--- config.mk ---
export PLATFORM = sky130hd
export DESIGN_NAME = mips_alu_flat
export DESIGN_NICKNAME = d
export VERILOG_FILES = /design/src/rtl/mips_alu_if.sv /design/src/rtl/mips_alu.sv /design/src/flat_wrapper.sv
export SDC_FILE = /design/constraint.sdc
export NUM_CORES = 2
export LEC_CHECK = 0
export CORE_UTILIZATION = 35
export DETAILED_ROUTE_END_ITERATION = 10
export GPL_ROUTABILITY_DRIVEN = 1
export HOLD_SLACK_MARGIN = 0.1
export PLACE_DENSITY_LB_ADDON = 0.2
export SYNTH_ARGS = -nofsm -noshare
export SYNTH_HDL_FRONTEND = slang
export SYNTH_SLANG_ARGS = --single-unit
--- constraint.sdc ---
create_clock -name clk -period 22 [get_ports clk]
set_clock_uncertainty 0.1 [all_clocks]
set_input_delay 5.5 -clock clk [delete_from_list [all_inputs] [get_ports clk]]
set_output_delay 5.5 -clock clk [all_outputs]
set_load 0.05 [all_outputs]
--- src/rtl/mips_alu_if.sv ---
// mips_alu_if: operand/result bundle for mips_alu; ALU_FLAGS_EN adds Carry/Overflow/Negative.
interface mips_alu_if #(parameter int WIDTH = 32);
    logic [WIDTH-1:0] A;
    logic [WIDTH-1:0] B;
    logic [3:0]       ALUControl;
    logic [WIDTH-1:0] ALUResult;
    logic             Zero;
    logic [WIDTH-1:0] ALUResult_q;
    logic             Zero_q;
`ifdef ALU_FLAGS_EN
    logic             Carry;
    logic             Overflow;
    logic             Negative;
`endif

    modport master (
        output A, B, ALUControl,
        input  ALUResult, Zero, ALUResult_q, Zero_q
`ifdef ALU_FLAGS_EN
        , input Carry, Overflow, Negative
`endif
    );

    modport slave (
        input  A, B, ALUControl,
        output ALUResult, Zero, ALUResult_q, Zero_q
`ifdef ALU_FLAGS_EN
        , output Carry, Overflow, Negative
`endif
    );
endinterface

--- src/rtl/mips_alu.sv ---
// mips_alu: 14-op combinational MIPS ALU with zero flag and registered copies.
// Define ALU_FLAGS_EN to add combinational Carry/Overflow/Negative outputs.
module mips_alu #(
    parameter int WIDTH   = 32,
    parameter int SHAMT_W = 5
) (
    input logic clk,
    input logic rst,
    mips_alu_if.slave bus
);
    logic [WIDTH-1:0]   a, b, res;
    logic [3:0]         op;
    logic [SHAMT_W-1:0] sh;
    logic [2*WIDTH-1:0] rol_w, ror_w;

    assign a  = bus.A;
    assign b  = bus.B;
    assign op = bus.ALUControl;
    assign sh = b[SHAMT_W-1:0];

`ifdef ALU_FLAGS_EN
    logic [WIDTH:0] sum, dif;
    assign sum = {1'b0, a} + {1'b0, b};
    assign dif = {1'b0, a} - {1'b0, b};
`else
    logic [WIDTH-1:0] sum, dif;
    assign sum = a + b;
    assign dif = a - b;
`endif

    // Rotates shift a doubled copy so the wrapped bits fall into the kept half.
    assign rol_w = {a, a} << sh;
    assign ror_w = {a, a} >> sh;

    always_comb begin
        res = '0;
        case (op)
            4'b0000: res = sum[WIDTH-1:0];
            4'b0001: res = dif[WIDTH-1:0];
            4'b0010: res = a * b;
            4'b0011: res = a & b;
            4'b0100: res = a ^ b;
            4'b0101: res = a | b;
            4'b0110: res = ~a;
            4'b0111: res = '0 - a;
            4'b1000: res = a << sh;
            4'b1001: res = a >> sh;
            4'b1010: res = a << sh;
            4'b1011: res = $unsigned($signed(a) >>> sh);
            4'b1100: res = rol_w[2*WIDTH-1:WIDTH];
            4'b1101: res = ror_w[WIDTH-1:0];
            default: res = '0;
        endcase
    end

    assign bus.ALUResult = res;
    assign bus.Zero      = ~|res;

    always_ff @(posedge clk) begin
        if (rst) begin
            bus.ALUResult_q <= '0;
            bus.Zero_q      <= 1'b0;
        end else begin
            bus.ALUResult_q <= res;
            bus.Zero_q      <= ~|res;
        end
    end

`ifdef ALU_FLAGS_EN
    logic ovf_add, ovf_sub;
    assign ovf_add = (a[WIDTH-1] == b[WIDTH-1]) && (sum[WIDTH-1] != a[WIDTH-1]);
    assign ovf_sub = (a[WIDTH-1] != b[WIDTH-1]) && (dif[WIDTH-1] != a[WIDTH-1]);
    // The borrow out of the widened subtract is exactly unsigned A<B.
    assign bus.Carry    = (op == 4'b0000) ? sum[WIDTH] :
                          (op == 4'b0001) ? dif[WIDTH] : 1'b0;
    assign bus.Overflow = (op == 4'b0000) ? ovf_add :
                          (op == 4'b0001) ? ovf_sub :
                          (op == 4'b0111) ? (a == {1'b1, {(WIDTH-1){1'b0}}}) : 1'b0;
    assign bus.Negative = res[WIDTH-1];
`endif
endmodule

--- src/flat_wrapper.sv ---
// flat-port wrapper written by rule: the top's interface ports become plain ports
module mips_alu_flat 
#(
    parameter int WIDTH   = 32,
    parameter int SHAMT_W = 5
)
  (clk, rst, bus_A, bus_B, bus_ALUControl, bus_ALUResult, bus_Zero, bus_ALUResult_q, bus_Zero_q);
  mips_alu_if #(.WIDTH(WIDTH)) bus_i ();
  input logic clk;
  input logic rst;
  input wire logic [$bits(bus_i.A)-1:0] bus_A;
  input wire logic [$bits(bus_i.B)-1:0] bus_B;
  input wire logic [$bits(bus_i.ALUControl)-1:0] bus_ALUControl;
  output wire logic [$bits(bus_i.ALUResult)-1:0] bus_ALUResult;
  output wire logic [$bits(bus_i.Zero)-1:0] bus_Zero;
  output wire logic [$bits(bus_i.ALUResult_q)-1:0] bus_ALUResult_q;
  output wire logic [$bits(bus_i.Zero_q)-1:0] bus_Zero_q;
  assign bus_i.A = bus_A;
  assign bus_i.B = bus_B;
  assign bus_i.ALUControl = bus_ALUControl;
  assign bus_ALUResult = bus_i.ALUResult;
  assign bus_Zero = bus_i.Zero;
  assign bus_ALUResult_q = bus_i.ALUResult_q;
  assign bus_Zero_q = bus_i.Zero_q;
  mips_alu #(.WIDTH(WIDTH), .SHAMT_W(SHAMT_W)) u_core (.clk(clk), .rst(rst), .bus(bus_i));
endmodule
* After elaboration in Yosys (flattened, before gate mapping)
Cells that the tools add are included.
Cells by class: add/sub/neg operators 3, multiply operators 1, eq/ne operators 13, shifts and indexed selects 5, mux-type cells 1, bitwise operators 4, reduce and logical (&&, ||, !) cells 4
Operators by type and width (number):
- $pmux W32 S13 | 1
- $shl A64 B5 Y64 | 1
- $shr A64 B5 Y32 | 1
- $add A32 B32 Y32 | 1
- $and A32 B32 Y32 | 1
- $mul A32 B32 Y32 | 1
- $not A32 Y32 | 1
- $or A32 B32 Y32 | 1
- $reduce_or A32 Y1 | 1
- $shl A32 B5 Y32 | 1
- $shr A32 B5 Y32 | 1
- $sshr A32 B5 Y32 | 1
- $sub A1 B32 Y32 const A | 1
- $sub A32 B32 Y32 | 1
- $xor A32 B32 Y32 | 1
- $eq A4 B4 Y1 const B | 6
- $eq A4 B3 Y1 const B | 4
- $eq A4 B2 Y1 const B | 2
- $eq A4 B1 Y1 const B | 1
- $logic_not A4 Y1 | 1
- $reduce_or A2 Y1 | 1
- $logic_not A1 Y1 | 1
Storage, ports and cells: register bits 33, bits of input ports 70, output and inout port bits 66, logic and storage cells 33

* Logic depth before layout (Yosys ltp)
word-level depth 5, depth in mapped cells 34, gate-level depth less buffers 29

* Least setup slack after synthesis
Ideal clock, no wire load.
kind input -> output, from in bus_B[3], to out bus_Zero, arrival time 14.894 ns, required time 16.400 ns, slack 1.506 ns, stages on the path 32, buffers on the path 6, cell sequence clkbuf_1 -> inv_1 -> clkbuf_1 -> clkbuf_1 -> clkbuf_1 -> buf_1 -> nor2_1 -> fa_1 -> inv_1 -> fa_1 -> fa_1 -> fa_1 -> inv_1 -> fa_1 -> inv_1 -> fa_1 -> inv_1 -> fa_1 -> fa_1 -> ha_1 -> clkbuf_1 -> a21oi_1 -> o21ai_0 -> mux2_2 -> o22ai_1 -> or4_1 -> a211oi_1 -> nand3_1 -> nor3_1 -> nand3_1 -> nor4_2 -> nor4b_2
On the way: longest elaborated chain between the ends 4, elaborated cells on any way between the ends 14, those cells by class add/sub: 2; mul: 1; shift: 5; mux: 1; bitwise: 3; reduce/logical: 2
Ends and longest elaborated chain:
- start, declared | RTL line flat_wrapper.sv:12 | input wire logic [$bits(bus_i.B)-1:0] bus_B;
- $mul A32 B32 Y32, or another cell as far along | RTL line mips_alu.sv:40 | 4'b0010: res = a * b;
- $pmux W32 S13 (*) | RTL line mips_alu.sv:37 | case (op)
- net bus_ALUResult[22] | RTL line flat_wrapper.sv:14 | output wire logic [$bits(bus_i.ALUResult)-1:0] bus_ALUResult;
- $reduce_or A32 Y1 (*) | RTL line mips_alu.sv:57 | assign bus.Zero = ~|res;
- $logic_not A1 Y1 (*) | RTL line mips_alu.sv:57
- end, declared | RTL line flat_wrapper.sv:15 | output wire logic [$bits(bus_i.Zero)-1:0] bus_Zero;
Mark *: on every way through the listed nets, which the timed path passes. The rest lies on a longest branch.

* Worst setup path in the final report
from in bus_B[11], to out bus_ALUResult[31]
On the way: longest elaborated chain between the ends 2, elaborated cells on any way between the ends 4, those cells by class add/sub: 2; mul: 1; mux: 1
Ends and longest elaborated chain (RTL line):
- $mul A32 B32 Y32, or another cell as far along | mips_alu.sv:40
- $pmux W32 S13 (*) | mips_alu.sv:37
- end, declared | flat_wrapper.sv:14
Mark *: on every way between the ends. The rest lies on a longest branch, timed or not.

==> flow_metrics.tcl <==
set metrics [dict create \
    violations "capacitance limit, slew limit" \
    worstSetupPathType "in2out" \
    clockRootBuffer "clkbuf_16" \
    synth_cells 3549 \
    start_kind "primary input" \
    synth_nets 4249 \
    cts_max_level 2 \
    met1_usage_pct 51.8 \
    setup_violations 0 \
    rsz0062_at_grt "false" \
    top_usage_layer "met2" \
    area_delta_synth_final_pct 10.0 \
    use_met3_pct 12.0 \
    async_flop_share_pct 0 \
    synthMuxAreaShare_pct 8.06 \
    cts_tree "done" \
    first_global_vias 29600 \
    maxCapViolations 1 \
    synth_edf_count 0 \
    wire_per_inst_um 35.4 \
    core_area_um2 78000 \
    yosys-top-cells-area "fa_1, ha_1, nor2_1, inv_1, nand2_1" \
    cts.path.max_buffers 2 \
    vias 29500 \
    postCtsResizedCells 0 \
    synth_top_family_by_area "adder cells" \
    crit_required_ns 16.40 \
    final_nets 4266 \
    synth.most_common_cell "nor2_1" \
    numPortBuffers 135 \
    synth.distinct_cells 95 \
    cp_max_fo 17 \
    post_cts_buffers 0 \
    grt_pass1_wl_mm 228 \
    post-route-period-util_pct 96.9 \
    worstPathArrival_ns 15.72 \
    grtUsageTotal_pct 40.0 \
    yosys_warnings 0 \
    viasPerCell 6.40 \
    finalHoldViolCount 0 \
    ys_seq_area_share_pct 2.38 \
    max_freq_mhz 46.9 \
    path_clk_slew_ns 0.06 \
    hold_class "in2reg" \
    holdBufCountCts 0 \
    whs_path_depth 3 \
    die-area_um2 80400 \
    slew_headroom_pct -1.00 \
    worst_pin_slew_ns 1.48 \
    synth-main-ff-cell "dfxtp_1" \
    initial_core_util_pct 35.6 \
    setup_tns_ns 0 \
    boundaryPins 136 \
    drive_gt1_share_pct 7.26 \
    die_w_um 284 \
    maxSlewViolCount 1 \
    synth-adder-area-share_pct 39.5 \
    cts_sinks 33 \
    grt_remaining_overflow 0 \
    outcome "finished, violations left" \
    synth_area_um2 27800 \
    drt_pass1_iterations 8 \
    synthSimpleGateAreaFrac_pct 19.5 \
    antenna_found_initial 9 \
    rows 102 \
    finalWirelength_mm 163 \
    gp_congestion 1.10 \
    cts_buffers 5 \
    dr.first_iter.drc_count 3958 \
    grtUsageMet2_pct 58.8 \
    yosysTopAreaCell "fa_1" \
    grt_max_degree 66 \
    synthXorXnorAreaFrac_pct 4.54 \
    fp.dieH_um 284 \
    yosysTopAreaCellShare_pct 29.5 \
    netlist_top_cells_count "nor2_1, inv_1, fa_1, nand2_1, ha_1" \
    hpwlAfterDp_mm 127 \
    crit_path_end_kind "output port" \
    synth_seq_cells 33 \
    drtAntennaViolNets 0 \
    synth.avg_cell_area_um2 7.82 \
    period_minus_slack_ns 21.32 \
    synth_compound_area_share_pct 15.9 \
    drc 0 \
]
==> worst max-delay path: stages <==
cell and delay (ns):
clkdlybuf4s50_1 1.07, clkinv_1 0.97, nor2_1 0.39, fa_1 0.47, fa_1 0.43, fa_1 0.51
inv_1 0.05, fa_1 0.47, inv_1 0.05, fa_1 0.46, ha_1 0.30, fa_1 0.52
fa_1 0.43, ha_1 0.34, a211o_1 0.32, or3_1 0.33, o21ai_0 0.55, a211oi_1 0.29
nand2b_1 0.21, a21o_1 0.18, a21oi_1 0.16, xnor2_1 0.08, o221ai_1 0.66, clkdlybuf4s50_1 0.95
==> path summary, 6_finish.rpt <==
path	end	slack, ns	from
worst max-delay path	bus_ALUResult[31]	0.68	bus_B[11]
worst min-delay path	u_core.bus.ALUResult_q[20]	5.95	rst
==> per-layer routing <==
metal  part of all wire, %  routed length [um]  vias up
met5                 0.038                  62        -
met4                   7.2               11800       10
met1                    39               63500    14800
li1                      -                   -    12000
met2                    42               67800     2199
met3                    12               20000      559
==> placed cells by master, fill, tap and decap left out, types with 11 or more instances in the layout <==
cell               n
mux2i_1           97
o21a_1            18
nor3_1            61
o22ai_1           55
fa_1             409
a31oi_1           28
a211oi_1          42
clkdlybuf4s50_1  127
o221ai_1          33
o31ai_1           14
nor4_1            27
clkinv_1          18
dfxtp_1           33
nand2b_1          27
xor2_1            21
a21o_1            16
o211ai_1          24
a221oi_1          17
nor2b_1           42
mux4_2            37
nand3_1           51
ha_1             221
nor2_1           506
buf_4            132
nand2_1          351
o21ai_0           90
and3_1            11
inv_1            449
nand4_1           32
and2_1            17
mux2_2            36
a21oi_1          125
or3_1             15
a22oi_1           48
xnor2_1          123
==> through the flow <==
step           cell area, um2  worst slack [ns]  hold WS, ns  util, %  instances
6_report                30500             0.681         5.95     39.2       4612
2_1_floorplan           27800              1.51         5.47        -       3549
5_1_grt                 30500             0.361         5.97     39.1       4607
3_3_place_gp            30400             0.927         6.24     38.9       4599
3_5_place_dp            30400             0.947         6.23     38.9       4599
4_1_cts                 30500             0.898         5.94     39.1       4607
==> kinds of logic (layout without fill, tap and decap cells) <==
group / count (synthesis) / count (layout)
buffers and inverters: 729 / 747
other: 0 / 5
flip-flops: 33 / 33
adder cells (fa/ha/maj): 630 / 630
multiplexers: 172 / 172
XOR/XNOR: 144 / 144
AND/OR/NAND/NOR: 1205 / 1205
AO/OA/AOI/OAI: 636 / 636
==> state kept, by name, indices dropped and copies added, names as in the netlist <==
name and cells:
u_core.bus.Zero_q 1, u_core.bus.ALUResult_q 32
==> area by class of cell <==
class	instances	area, um2
fillers	8302	47400
multi-input cells	2787	24300
repair buffers	267	2350
inverters	472	1770
well taps	1040	1300
flip-flops and latches	33	661
clock buffers	7	153
diodes	5	12.5
clock inverters	1	5.00
Power is left out: the tool's default activity adds up to more than one toggle a clock period on the data nets, which glitch-free logic cannot reach.
